### src/rtl/neopix_pkg.sv
// rtl/neopix_pkg.sv - shared encodings and sizing helpers for the neopixel frame buffer
package neopix_pkg;

  // Launch sequencer states
  typedef enum logic [1:0] {
    ST_IDLE      = 2'd0,
    ST_START     = 2'd1,
    ST_WAIT_BUSY = 2'd2,
    ST_RUN       = 2'd3
  } state_e;

  // Which colour byte of the current pixel arrives next
  typedef enum logic [1:0] {
    PH_R = 2'd0,
    PH_G = 2'd1,
    PH_B = 2'd2
  } phase_e;

  // LED address width; a single-LED strip still needs one address bit
  function automatic int addr_width(input int num_leds);
    return (num_leds > 1) ? $clog2(num_leds) : 1;
  endfunction

  // Largest pixel count that still fits in an addr_width-bit count
  function automatic int max_pix(input int num_leds);
    int lim;
    lim = (1 << addr_width(num_leds)) - 1;
    return (num_leds < lim) ? num_leds : lim;
  endfunction

endpackage

### src/rtl/neopix_dpram.sv
// rtl/neopix_dpram.sv - simple dual-port pixel RAM, sync write, registered read
// Ports: clk_i/reset_i clock and sync reset (read register only);
//        we_i/waddr_i/wdata_i write port; re_i/raddr_i/rdata_o read port.
module neopix_dpram #(
  parameter int DW     = 24,
  parameter int ADDR_W = 4
) (
  input  logic              clk_i,
  input  logic              reset_i,
  input  logic              we_i,
  input  logic [ADDR_W-1:0] waddr_i,
  input  logic [DW-1:0]     wdata_i,
  input  logic              re_i,
  input  logic [ADDR_W-1:0] raddr_i,
  output logic [DW-1:0]     rdata_o
);

  logic [DW-1:0] mem [0:(1<<ADDR_W)-1];

  always_ff @(posedge clk_i) begin
    if (we_i) mem[waddr_i] <= wdata_i;
  end

  // Output register holds the last read until the next request
  always_ff @(posedge clk_i) begin
    if (reset_i)   rdata_o <= '0;
    else if (re_i) rdata_o <= mem[raddr_i];
  end

endmodule

### src/rtl/neopix_frame_buffer.sv
// rtl/neopix_frame_buffer.sv - double-buffered RGB frame store feeding a ws2812 serializer
// Ports: clk_i/reset_i clock and sync active-high reset;
//        byte_i/byte_valid_i/frame_start_i/frame_end_i SPI-side byte stream;
//        rd_req_i/rd_addr_i -> red_o/green_o/blue_o serializer pixel reads;
//        start_o/led_count_o/busy_i serializer launch handshake;
//        overflow_o sticky flag for bytes dropped beyond the frame capacity.
module neopix_frame_buffer
  import neopix_pkg::*;
#(
  parameter  int NUM_LEDS = 8,
  localparam int AW       = addr_width(NUM_LEDS)
) (
  input  logic          clk_i,
  input  logic          reset_i,
  input  logic [7:0]    byte_i,
  input  logic          byte_valid_i,
  input  logic          frame_start_i,
  input  logic          frame_end_i,
  input  logic          rd_req_i,
  input  logic [AW-1:0] rd_addr_i,
  output logic [7:0]    red_o,
  output logic [7:0]    green_o,
  output logic [7:0]    blue_o,
  output logic          start_o,
  output logic [AW-1:0] led_count_o,
  input  logic          busy_i,
  output logic          overflow_o
);

  localparam logic [AW-1:0] MAX_PIX_W = AW'(max_pix(NUM_LEDS));

  logic          front;
  logic          in_frame;
  logic [AW-1:0] ptr;
  logic [AW-1:0] pend_count;
  logic          pending;
  phase_e        phase;
  logic [7:0]    r_hold;
  logic [7:0]    g_hold;
  state_e        state;

  logic [AW-1:0] eff_ptr;
  logic [AW-1:0] next_ptr;
  phase_e        eff_phase;
  logic          active;
  logic          at_limit;
  logic          accept;
  logic          wr_en;
  logic          end_ok;
  logic          launch;
  logic [23:0]   rd_data;

  // A same-cycle frame_start takes effect before the byte, and the byte
  // lands before a same-cycle frame_end, so both see these "effective" values.
  always_comb begin
    eff_ptr   = frame_start_i ? '0 : ptr;
    eff_phase = frame_start_i ? PH_R : phase;
    active    = in_frame | frame_start_i;
    at_limit  = (eff_ptr == MAX_PIX_W);
    accept    = active & byte_valid_i & ~at_limit;
    wr_en     = accept & (eff_phase == PH_B);
    next_ptr  = wr_en ? eff_ptr + AW'(1) : eff_ptr;
    end_ok    = active & frame_end_i & (next_ptr != '0);
    // A frame_start in the launch cycle means the pending frame is superseded
    launch    = (state == ST_IDLE) & pending & ~busy_i & ~frame_start_i;
  end

  // Byte assembly into the back bank
  always_ff @(posedge clk_i) begin
    if (reset_i) begin
      in_frame   <= 1'b0;
      ptr        <= '0;
      phase      <= PH_R;
      r_hold     <= '0;
      g_hold     <= '0;
      overflow_o <= 1'b0;
    end else begin
      if (frame_start_i) overflow_o <= 1'b0;
      if (active & byte_valid_i & at_limit) overflow_o <= 1'b1;
      if (frame_start_i) in_frame <= 1'b1;
      if (frame_end_i)   in_frame <= 1'b0;
      ptr   <= next_ptr;
      phase <= eff_phase;
      if (accept) begin
        case (eff_phase)
          PH_R:    begin r_hold <= byte_i; phase <= PH_G; end
          PH_G:    begin g_hold <= byte_i; phase <= PH_B; end
          default: phase <= PH_R;
        endcase
      end
    end
  end

  // Pending-frame bookkeeping and launch sequencer
  always_ff @(posedge clk_i) begin
    if (reset_i) begin
      state       <= ST_IDLE;
      front       <= 1'b0;
      pending     <= 1'b0;
      pend_count  <= '0;
      led_count_o <= '0;
      start_o     <= 1'b0;
    end else begin
      start_o <= 1'b0;
      if (frame_start_i) begin
        pending <= 1'b0;
      end else if (end_ok) begin
        pending    <= 1'b1;
        pend_count <= next_ptr;
      end
      case (state)
        ST_IDLE: begin
          if (launch) begin
            front       <= ~front;
            led_count_o <= pend_count;
            pending     <= 1'b0;
            start_o     <= 1'b1;
            state       <= ST_START;
          end
        end
        ST_START:     state <= ST_WAIT_BUSY;
        // busy_i stays low through the serializer's latch wait; require it
        // to rise before a fall can release the next swap.
        ST_WAIT_BUSY: if (busy_i) state <= ST_RUN;
        ST_RUN:       if (!busy_i) state <= ST_IDLE;
        default:      state <= ST_IDLE;
      endcase
    end
  end

  neopix_dpram #(
    .DW     (24),
    .ADDR_W (AW + 1)
  ) u_ram (
    .clk_i   (clk_i),
    .reset_i (reset_i),
    .we_i    (wr_en),
    .waddr_i ({~front, eff_ptr}),
    .wdata_i ({r_hold, g_hold, byte_i}),
    .re_i    (rd_req_i),
    .raddr_i ({front, rd_addr_i}),
    .rdata_o (rd_data)
  );

  assign red_o   = rd_data[23:16];
  assign green_o = rd_data[15:8];
  assign blue_o  = rd_data[7:0];

endmodule

### config.mk
export PLATFORM = sky130hd
export DESIGN_NAME = neopix_frame_buffer
export DESIGN_NICKNAME = d
export VERILOG_FILES = /design/src/rtl/neopix_pkg.sv /design/src/rtl/neopix_dpram.sv /design/src/rtl/neopix_frame_buffer.sv
export SDC_FILE = /design/constraint.sdc
export NUM_CORES = 1
export LEC_CHECK = 0
export CAP_MARGIN = 20
export CORE_MARGIN = 2
export CORE_UTILIZATION = 40
export CTS_CLUSTER_DIAMETER = 40
export CTS_CLUSTER_SIZE = 14
export DETAILED_ROUTE_END_ITERATION = 8
export DONT_BUFFER_PORTS = 1
export GPL_ROUTABILITY_DRIVEN = 0
export GPL_TIMING_DRIVEN = 0
export PLACE_DENSITY = 0.59
export REMOVE_ABC_BUFFERS = 1
export SYNTH_ARGS = -nofsm -noshare
export SYNTH_HDL_FRONTEND = slang
export SYNTH_SLANG_ARGS = --single-unit
### constraint.sdc
create_clock -name clk_i -period 5.2 [get_ports clk_i]
set_input_delay 1.56 -clock clk_i [delete_from_list [all_inputs] [get_ports clk_i]]
set_output_delay 1.56 -clock clk_i [all_outputs]
set_load 0.01 [all_outputs]
# --- After elaboration in Yosys (flattened, before gate mapping) ---
# Memory sizes are Yosys's and may differ from the RTL's. A register that Yosys moved wholly into a read port is not among the register bits.
# Index checks and enable logic that the tools add are counted.
totals:
  word_cells: 67
  memories: 1
  regBits: 34
  input_bits: 18
  ram_bits: 384
  output_inout_bits: 29
op_classes:
  bitwise: 15
  addsub: 1
  reduce_logical: 11
  mux: 18
  eq_ne: 9
mem_list:
  columns: ["memory", "words", "width", "rd", "rd_clocked_by_memory_dff", "wr", "line", "text"]
  rows:
  - ["u_ram.mem", 16, 24, 1, 1, 1, "neopix_dpram.sv:18", "logic [DW-1:0] mem [0:(1<<ADDR_W)-1];"]
ops:
  columns: ["operator", "count"]
  rows:
  - ["$mux 2", 5]
  - ["$and 1x1->1", 9]
  - ["$mux 1", 9]
  - ["$pmux 2 s4", 1]
  - ["$reduce_and 2->1", 4]
  - ["$eq 2x2->1 const B", 3]
  - ["$mux 3", 2]
  - ["$ne 2x2->1 const B", 3]
  - ["$not 1->1", 5]
  - ["$eq 2x1->1 const B", 2]
  - ["$logic_not 2->1", 2]
  - ["$pmux 2 s2", 1]
  - ["$reduce_or 2->1", 2]
  - ["$add 3x1->3 const B", 1]
  - ["$eq 3x3->1 const B", 1]
  - ["$reduce_and 3->1", 1]
  - ["$reduce_bool 3->1", 1]
  - ["$reduce_bool 2->1", 1]
  - ["$or 1x1->1", 1]

# --- Logic depth before layout (Yosys ltp) ---
logic_depth:
  depth_word: 12
  ltp_mapped: 9
  depth_no_buf: 8

# --- Modules after synthesis ---
# A second synthesis with hierarchy kept.
unflattened:
  cells_unflattened: 1045
  hier_area_um2: 17211.5
by_module_without_submodules:
  columns: ["module", "n_inst", "seq_area_each_um2", "area_per_inst_um2", "cells_each"]
  rows:
  - ["neopix_dpram", 1, 12011.5, 15662.5, 894]
  - ["neopix_frame_buffer", 1, 680.7, 1549.0, 151]

# --- Worst setup path before layout ---
# Ideal clock, no wire load.
synth_path:
  path_type: "in2reg"
  from: "input frame_start_i"
  to: "memory u_ram.mem[10][0] (enable)"
  arrival_ns: 4.686
  t_required_ns: 4.765
  slack_ns: 0.079
  stages: 9
  setup_time_ns: 0.435
  n_path_buf: 1
  cell_sequence: "buf_2 nand2b_1 inv_1 ha_1 ha_1 nand4bb_1 nor2_2 nand2_1 nor3_1"
synth_between:
  elab_chain_len: 7
  word_cells_on_any_way: 11
  classes_between: "2 x eq/ne; 4 x mux; 5 x bitwise"
synth_lines:
  columns: ["item", "line", "text"]
  rows:
  - ["start, declared", "neopix_frame_buffer.sv:17", "input logic frame_start_i,"]
  - ["$mux 3", "neopix_frame_buffer.sv:56", "eff_ptr = frame_start_i ? '0 : ptr;"]
  - ["$eq 3x3->1", "neopix_frame_buffer.sv:59", "at_limit = (eff_ptr == MAX_PIX_W);"]
  - ["$not 1->1", "neopix_frame_buffer.sv:60", "accept = active & byte_valid_i & ~at_limit;"]
  - ["$and 1x1->1", "neopix_frame_buffer.sv:60", null]
  - ["$and 1x1->1", "neopix_frame_buffer.sv:61", "wr_en = accept & (eff_phase == PH_B);"]
  - ["$mux 1", "neopix_dpram.sv:21", "if (we_i) mem[waddr_i] <= wdata_i;"]
  - ["$mux 1 (implied by the code)", "neopix_dpram.sv:21", null]
  - ["end, declared", "neopix_dpram.sv:18", null]
# Parallel ways exist; a longest one is shown, timed or not.

# --- Worst setup path in the final report ---
layout_path:
  from: "input frame_start_i"
  to: "memory u_ram.mem[14][5] (enable)"
# Same word-level chain as after synthesis.

==> impl_metrics.env <==
export IMPL_status="finished clean"
export IMPL_worstHoldPathCells=2
export IMPL_crit_fanout=15
export IMPL_drc=0
export IMPL_finalHoldViolCount=0
export IMPL_dp_cells=1574
export IMPL_start_kind="input port"
export IMPL_p_switching_mw=1.65
export IMPL_synthMuxAreaShare=0.126
export IMPL_clock_path_buffers=3
export IMPL_dieArea_sq_mm=0.0442
export IMPL_synth_top_family_by_area="multiplexers"
export IMPL_slew_limit_headroom=0.231
export IMPL_vias=9075
export IMPL_synthXorXnorAreaFrac=0.000515
export IMPL_cts_resized=0
export IMPL_async_reset_ff_frac=0
export IMPL_pwr_share_comb=0.025
export IMPL_synthCells=1046
export IMPL_max_vdd_ir_drop_mv=0.262
export IMPL_crit_path_start="frame_start_i"
export IMPL_cp_slowest_cell="nor3_2"
export IMPL_grt_pass1_vias=8975
export IMPL_portBuffers=0
export IMPL_cts_buffers=54
export IMPL_grt_pass1_wl_mm=56.2
export IMPL_netlist_top_cells_count="edfxtp_1 (384), mux2i_1 (211), nand3_1 (75), a22oi_1 (72), dfxtp_1 (58)"
export IMPL_layout_cells_non_filler=1676
export IMPL_track_usage=0.172
export IMPL_syn_mean_instance_area_sq_um=16.3
export IMPL_drt_iter0_markers=982
export IMPL_cap_violations=0
export IMPL_fin_crit_sh=0.725
export IMPL_yosys_warnings=0
export IMPL_p_total_mw=7.85
export IMPL_worst_pin_slew_ns=1.15
export IMPL_dpl_cell_area_sq_mm=0.0183
export IMPL_reg2reg_slack_ns=2.12
export IMPL_start_util=0.405
export IMPL_drtAntennaViolNets=0
export IMPL_die_w_um=210
export IMPL_synth_flop_cell="edfxtp_1"
export IMPL_crit_chain="nand2b_1 -> inv_1 -> ha_1 -> nand4bb_1 -> nor2_2 -> nand2_1 -> nor3_2 -> buf_6 -> buf_6"
export IMPL_fin_area_sq_mm=0.0201
export IMPL_crit_type="input port to register"
export IMPL_final_net_count=1118
export IMPL_worstPathRequired_ns=5.49
export IMPL_cts_sinks=442
export IMPL_dr_pass1_iters=5
export IMPL_synth_compound_area_frac=0.0479
export IMPL_holdWs_ns=0.487
export IMPL_clk_latency_ns=0.61
export IMPL_synth_top_area_share=0.678
export IMPL_antenna_found_initial=0
export IMPL_p_clk_frac=0.478
export IMPL_finish_utilization=0.480
export IMPL_critPathArrivalTime_ns=4.06
export IMPL_grt_start_max_net_pins=193
export IMPL_reg2reg_depth=9
export IMPL_yosys_top_cells_area="edfxtp_1 (68%), mux2i_1 (12%), dfxtp_1 (6.8%), a22oi_1 (3.2%), nand3_1 (2.2%)"
export IMPL_rows=75
export IMPL_cpPeakStageDelay_ns=0.37
export IMPL_hold_buffers=0
export IMPL_netSwitchingFraction=0.211
export IMPL_synth_edff_count=384
export IMPL_period_minus_slack_ns=3.77
export IMPL_clock_skew_ns=0.0308
export IMPL_diodes=0
export IMPL_cts_root_buf="clkbuf_16"
export IMPL_p_seq_frac=0.497
export IMPL_power_leakage_nw=6.81
export IMPL_ys_ff_latch=442
export IMPL_p_int_mw=6.19
export IMPL_dp_hpwl_mm=22.4
export IMPL_setup_ws_ns=1.43
export IMPL_cpMostUsedCell="buf_6"
export IMPL_syn_area_sq_mm=0.0170
export IMPL_die_h_um=210
export IMPL_drive_gt1_frac=0.149
export IMPL_synth_distinct_cells=38
export IMPL_postCtsSetupBuffers=0
export IMPL_timing_rr_start="ptr[2]$_SDFF_PP0_"
export IMPL_fmaxAchievable_ghz=0.265
export IMPL_routedWlPerCell_um=22.5
export IMPL_min_delay_worst_endpoint="pending$_SDFF_PP0_"
export IMPL_r2r_end="u_ram.mem[14][5]$_DFFE_PP_"
export IMPL_rsz0062_at_grt="false"
export IMPL_setup_tns_ns=0
export IMPL_pre_cts_slack_ns=0.844
export IMPL_synth_area_leader_cell="edfxtp_1"
export IMPL_synth_yosys_seq_area_share=0.746
export IMPL_gr_total_overflow=0
export IMPL_critPathCaptureType="register"
export IMPL_drt_wl_total_mm=37.7
export IMPL_h_tree_depth=2
export IMPL_synth_adder_area_share=0.00662
export IMPL_clk_pin_slew_ns=0.05
export IMPL_vias_per_cell=5.41
export IMPL_syn_to_final_growth_pct=18.4
export IMPL_final_max_slew_violation_count=0
export IMPL_cts_tree="done"
export IMPL_ioPinCount=47
export IMPL_min_path_type="register to register"
export IMPL_synth_simple_area_share=0.0572
export IMPL_power_density_mw_per_mm2=390
export IMPL_synth_most_common_cell="edfxtp_1"
export IMPL_hp_start="pending$_SDFF_PP0_"
export IMPL_setup_viol=0
export IMPL_core_sq_mm=0.0419
==> kinds of logic after synthesis <==
| group | count (synthesis) |
|---|---|
| compound gates | 116 |
| flops | 442 |
| xor+xnor | 1 |
| simple gates | 203 |
| mux | 214 |
| buf+inv | 61 |
| fa+ha+maj | 9 |
==> layout by cell type, fill, tap and decap left out, drive strengths merged <==
cell and count:
edfxtp 384, mux2i 211, nand3 75, a22oi 72
clkbuf 66, dfxtp 58, nand2 55, buf 43
nor2 36, a21oi 29, clkinv 21, nor3 12
inv 11, ha 9, nor2b 8, clkinvlp 7
nand2b 6, bufinv 4, o21ai 4, mux2 3
nor3b 3, nand3b 2, o21a 2, a211oi 2
and2 2, nand4bb 1, and4bb 1, o21ba 1
nor4 1, nand4 1, o2111ai 1, a211o 1
a311oi 1, o211ai 1, xnor2 1, a2111oi 1
a21bo 1
==> worst max-delay path: cells and delay by family <==
| family | cells | cell delay, ns |
|---|---|---|
| fa+ha+maj | 1 | 0.36 |
| buf+inv | 3 | 0.63 |
| simple gates | 5 | 1.49 |
==> sequential cells by signal (all words and copies together), names as in the netlist, 3 cells and up <==
signal and flops:
ptr 3, pend_count 3, r_hold 8, led_count_o 3
g_hold 8, u_ram.rdata_o 24, u_ram.mem 384
==> power by group through the flow <==
stage	Clock, mW	Combinational, mW	Sequential, mW
after floorplan	0	0.132	3.96
after global placement	0	0.176	3.98
after detailed placement	0	0.192	3.98
after CTS	3.82	0.193	3.90
after global routing	3.98	0.211	3.91
final	3.75	0.192	3.90
==> layout make-up <==
type	count	area (sq um)
Timing Repair Buffer	43	681
Tap cell	539	674
Fill cell	3517	21800
Inverter	7	26.3
Sequential cell	442	12700
Clock inverter	36	408
Clock buffer	66	1460
Multi-Input combinational cell	543	4200
==> how the worst max path moves through the flow <==
stage	end	slack, ns
CTS	u_ram.mem[14][5]$_DFFE_PP_	1.47
global route	u_ram.mem[14][5]$_DFFE_PP_	1.25
finish	u_ram.mem[14][5]$_DFFE_PP_	1.43
global placement	u_ram.mem[13][11]$_DFFE_PP_	-2.23
floorplan	u_ram.mem[10][0]$_DFFE_PP_	0.26
detailed placement	u_ram.mem[14][11]$_DFFE_PP_	0.84
==> metal layers <==
metal  global-route usage  share of wire
met2                0.255           0.45
met4               0.0572          0.019
met3               0.0317          0.060
met5                    0              0
met1                0.257           0.48
(Power assumes the default switching activity.)
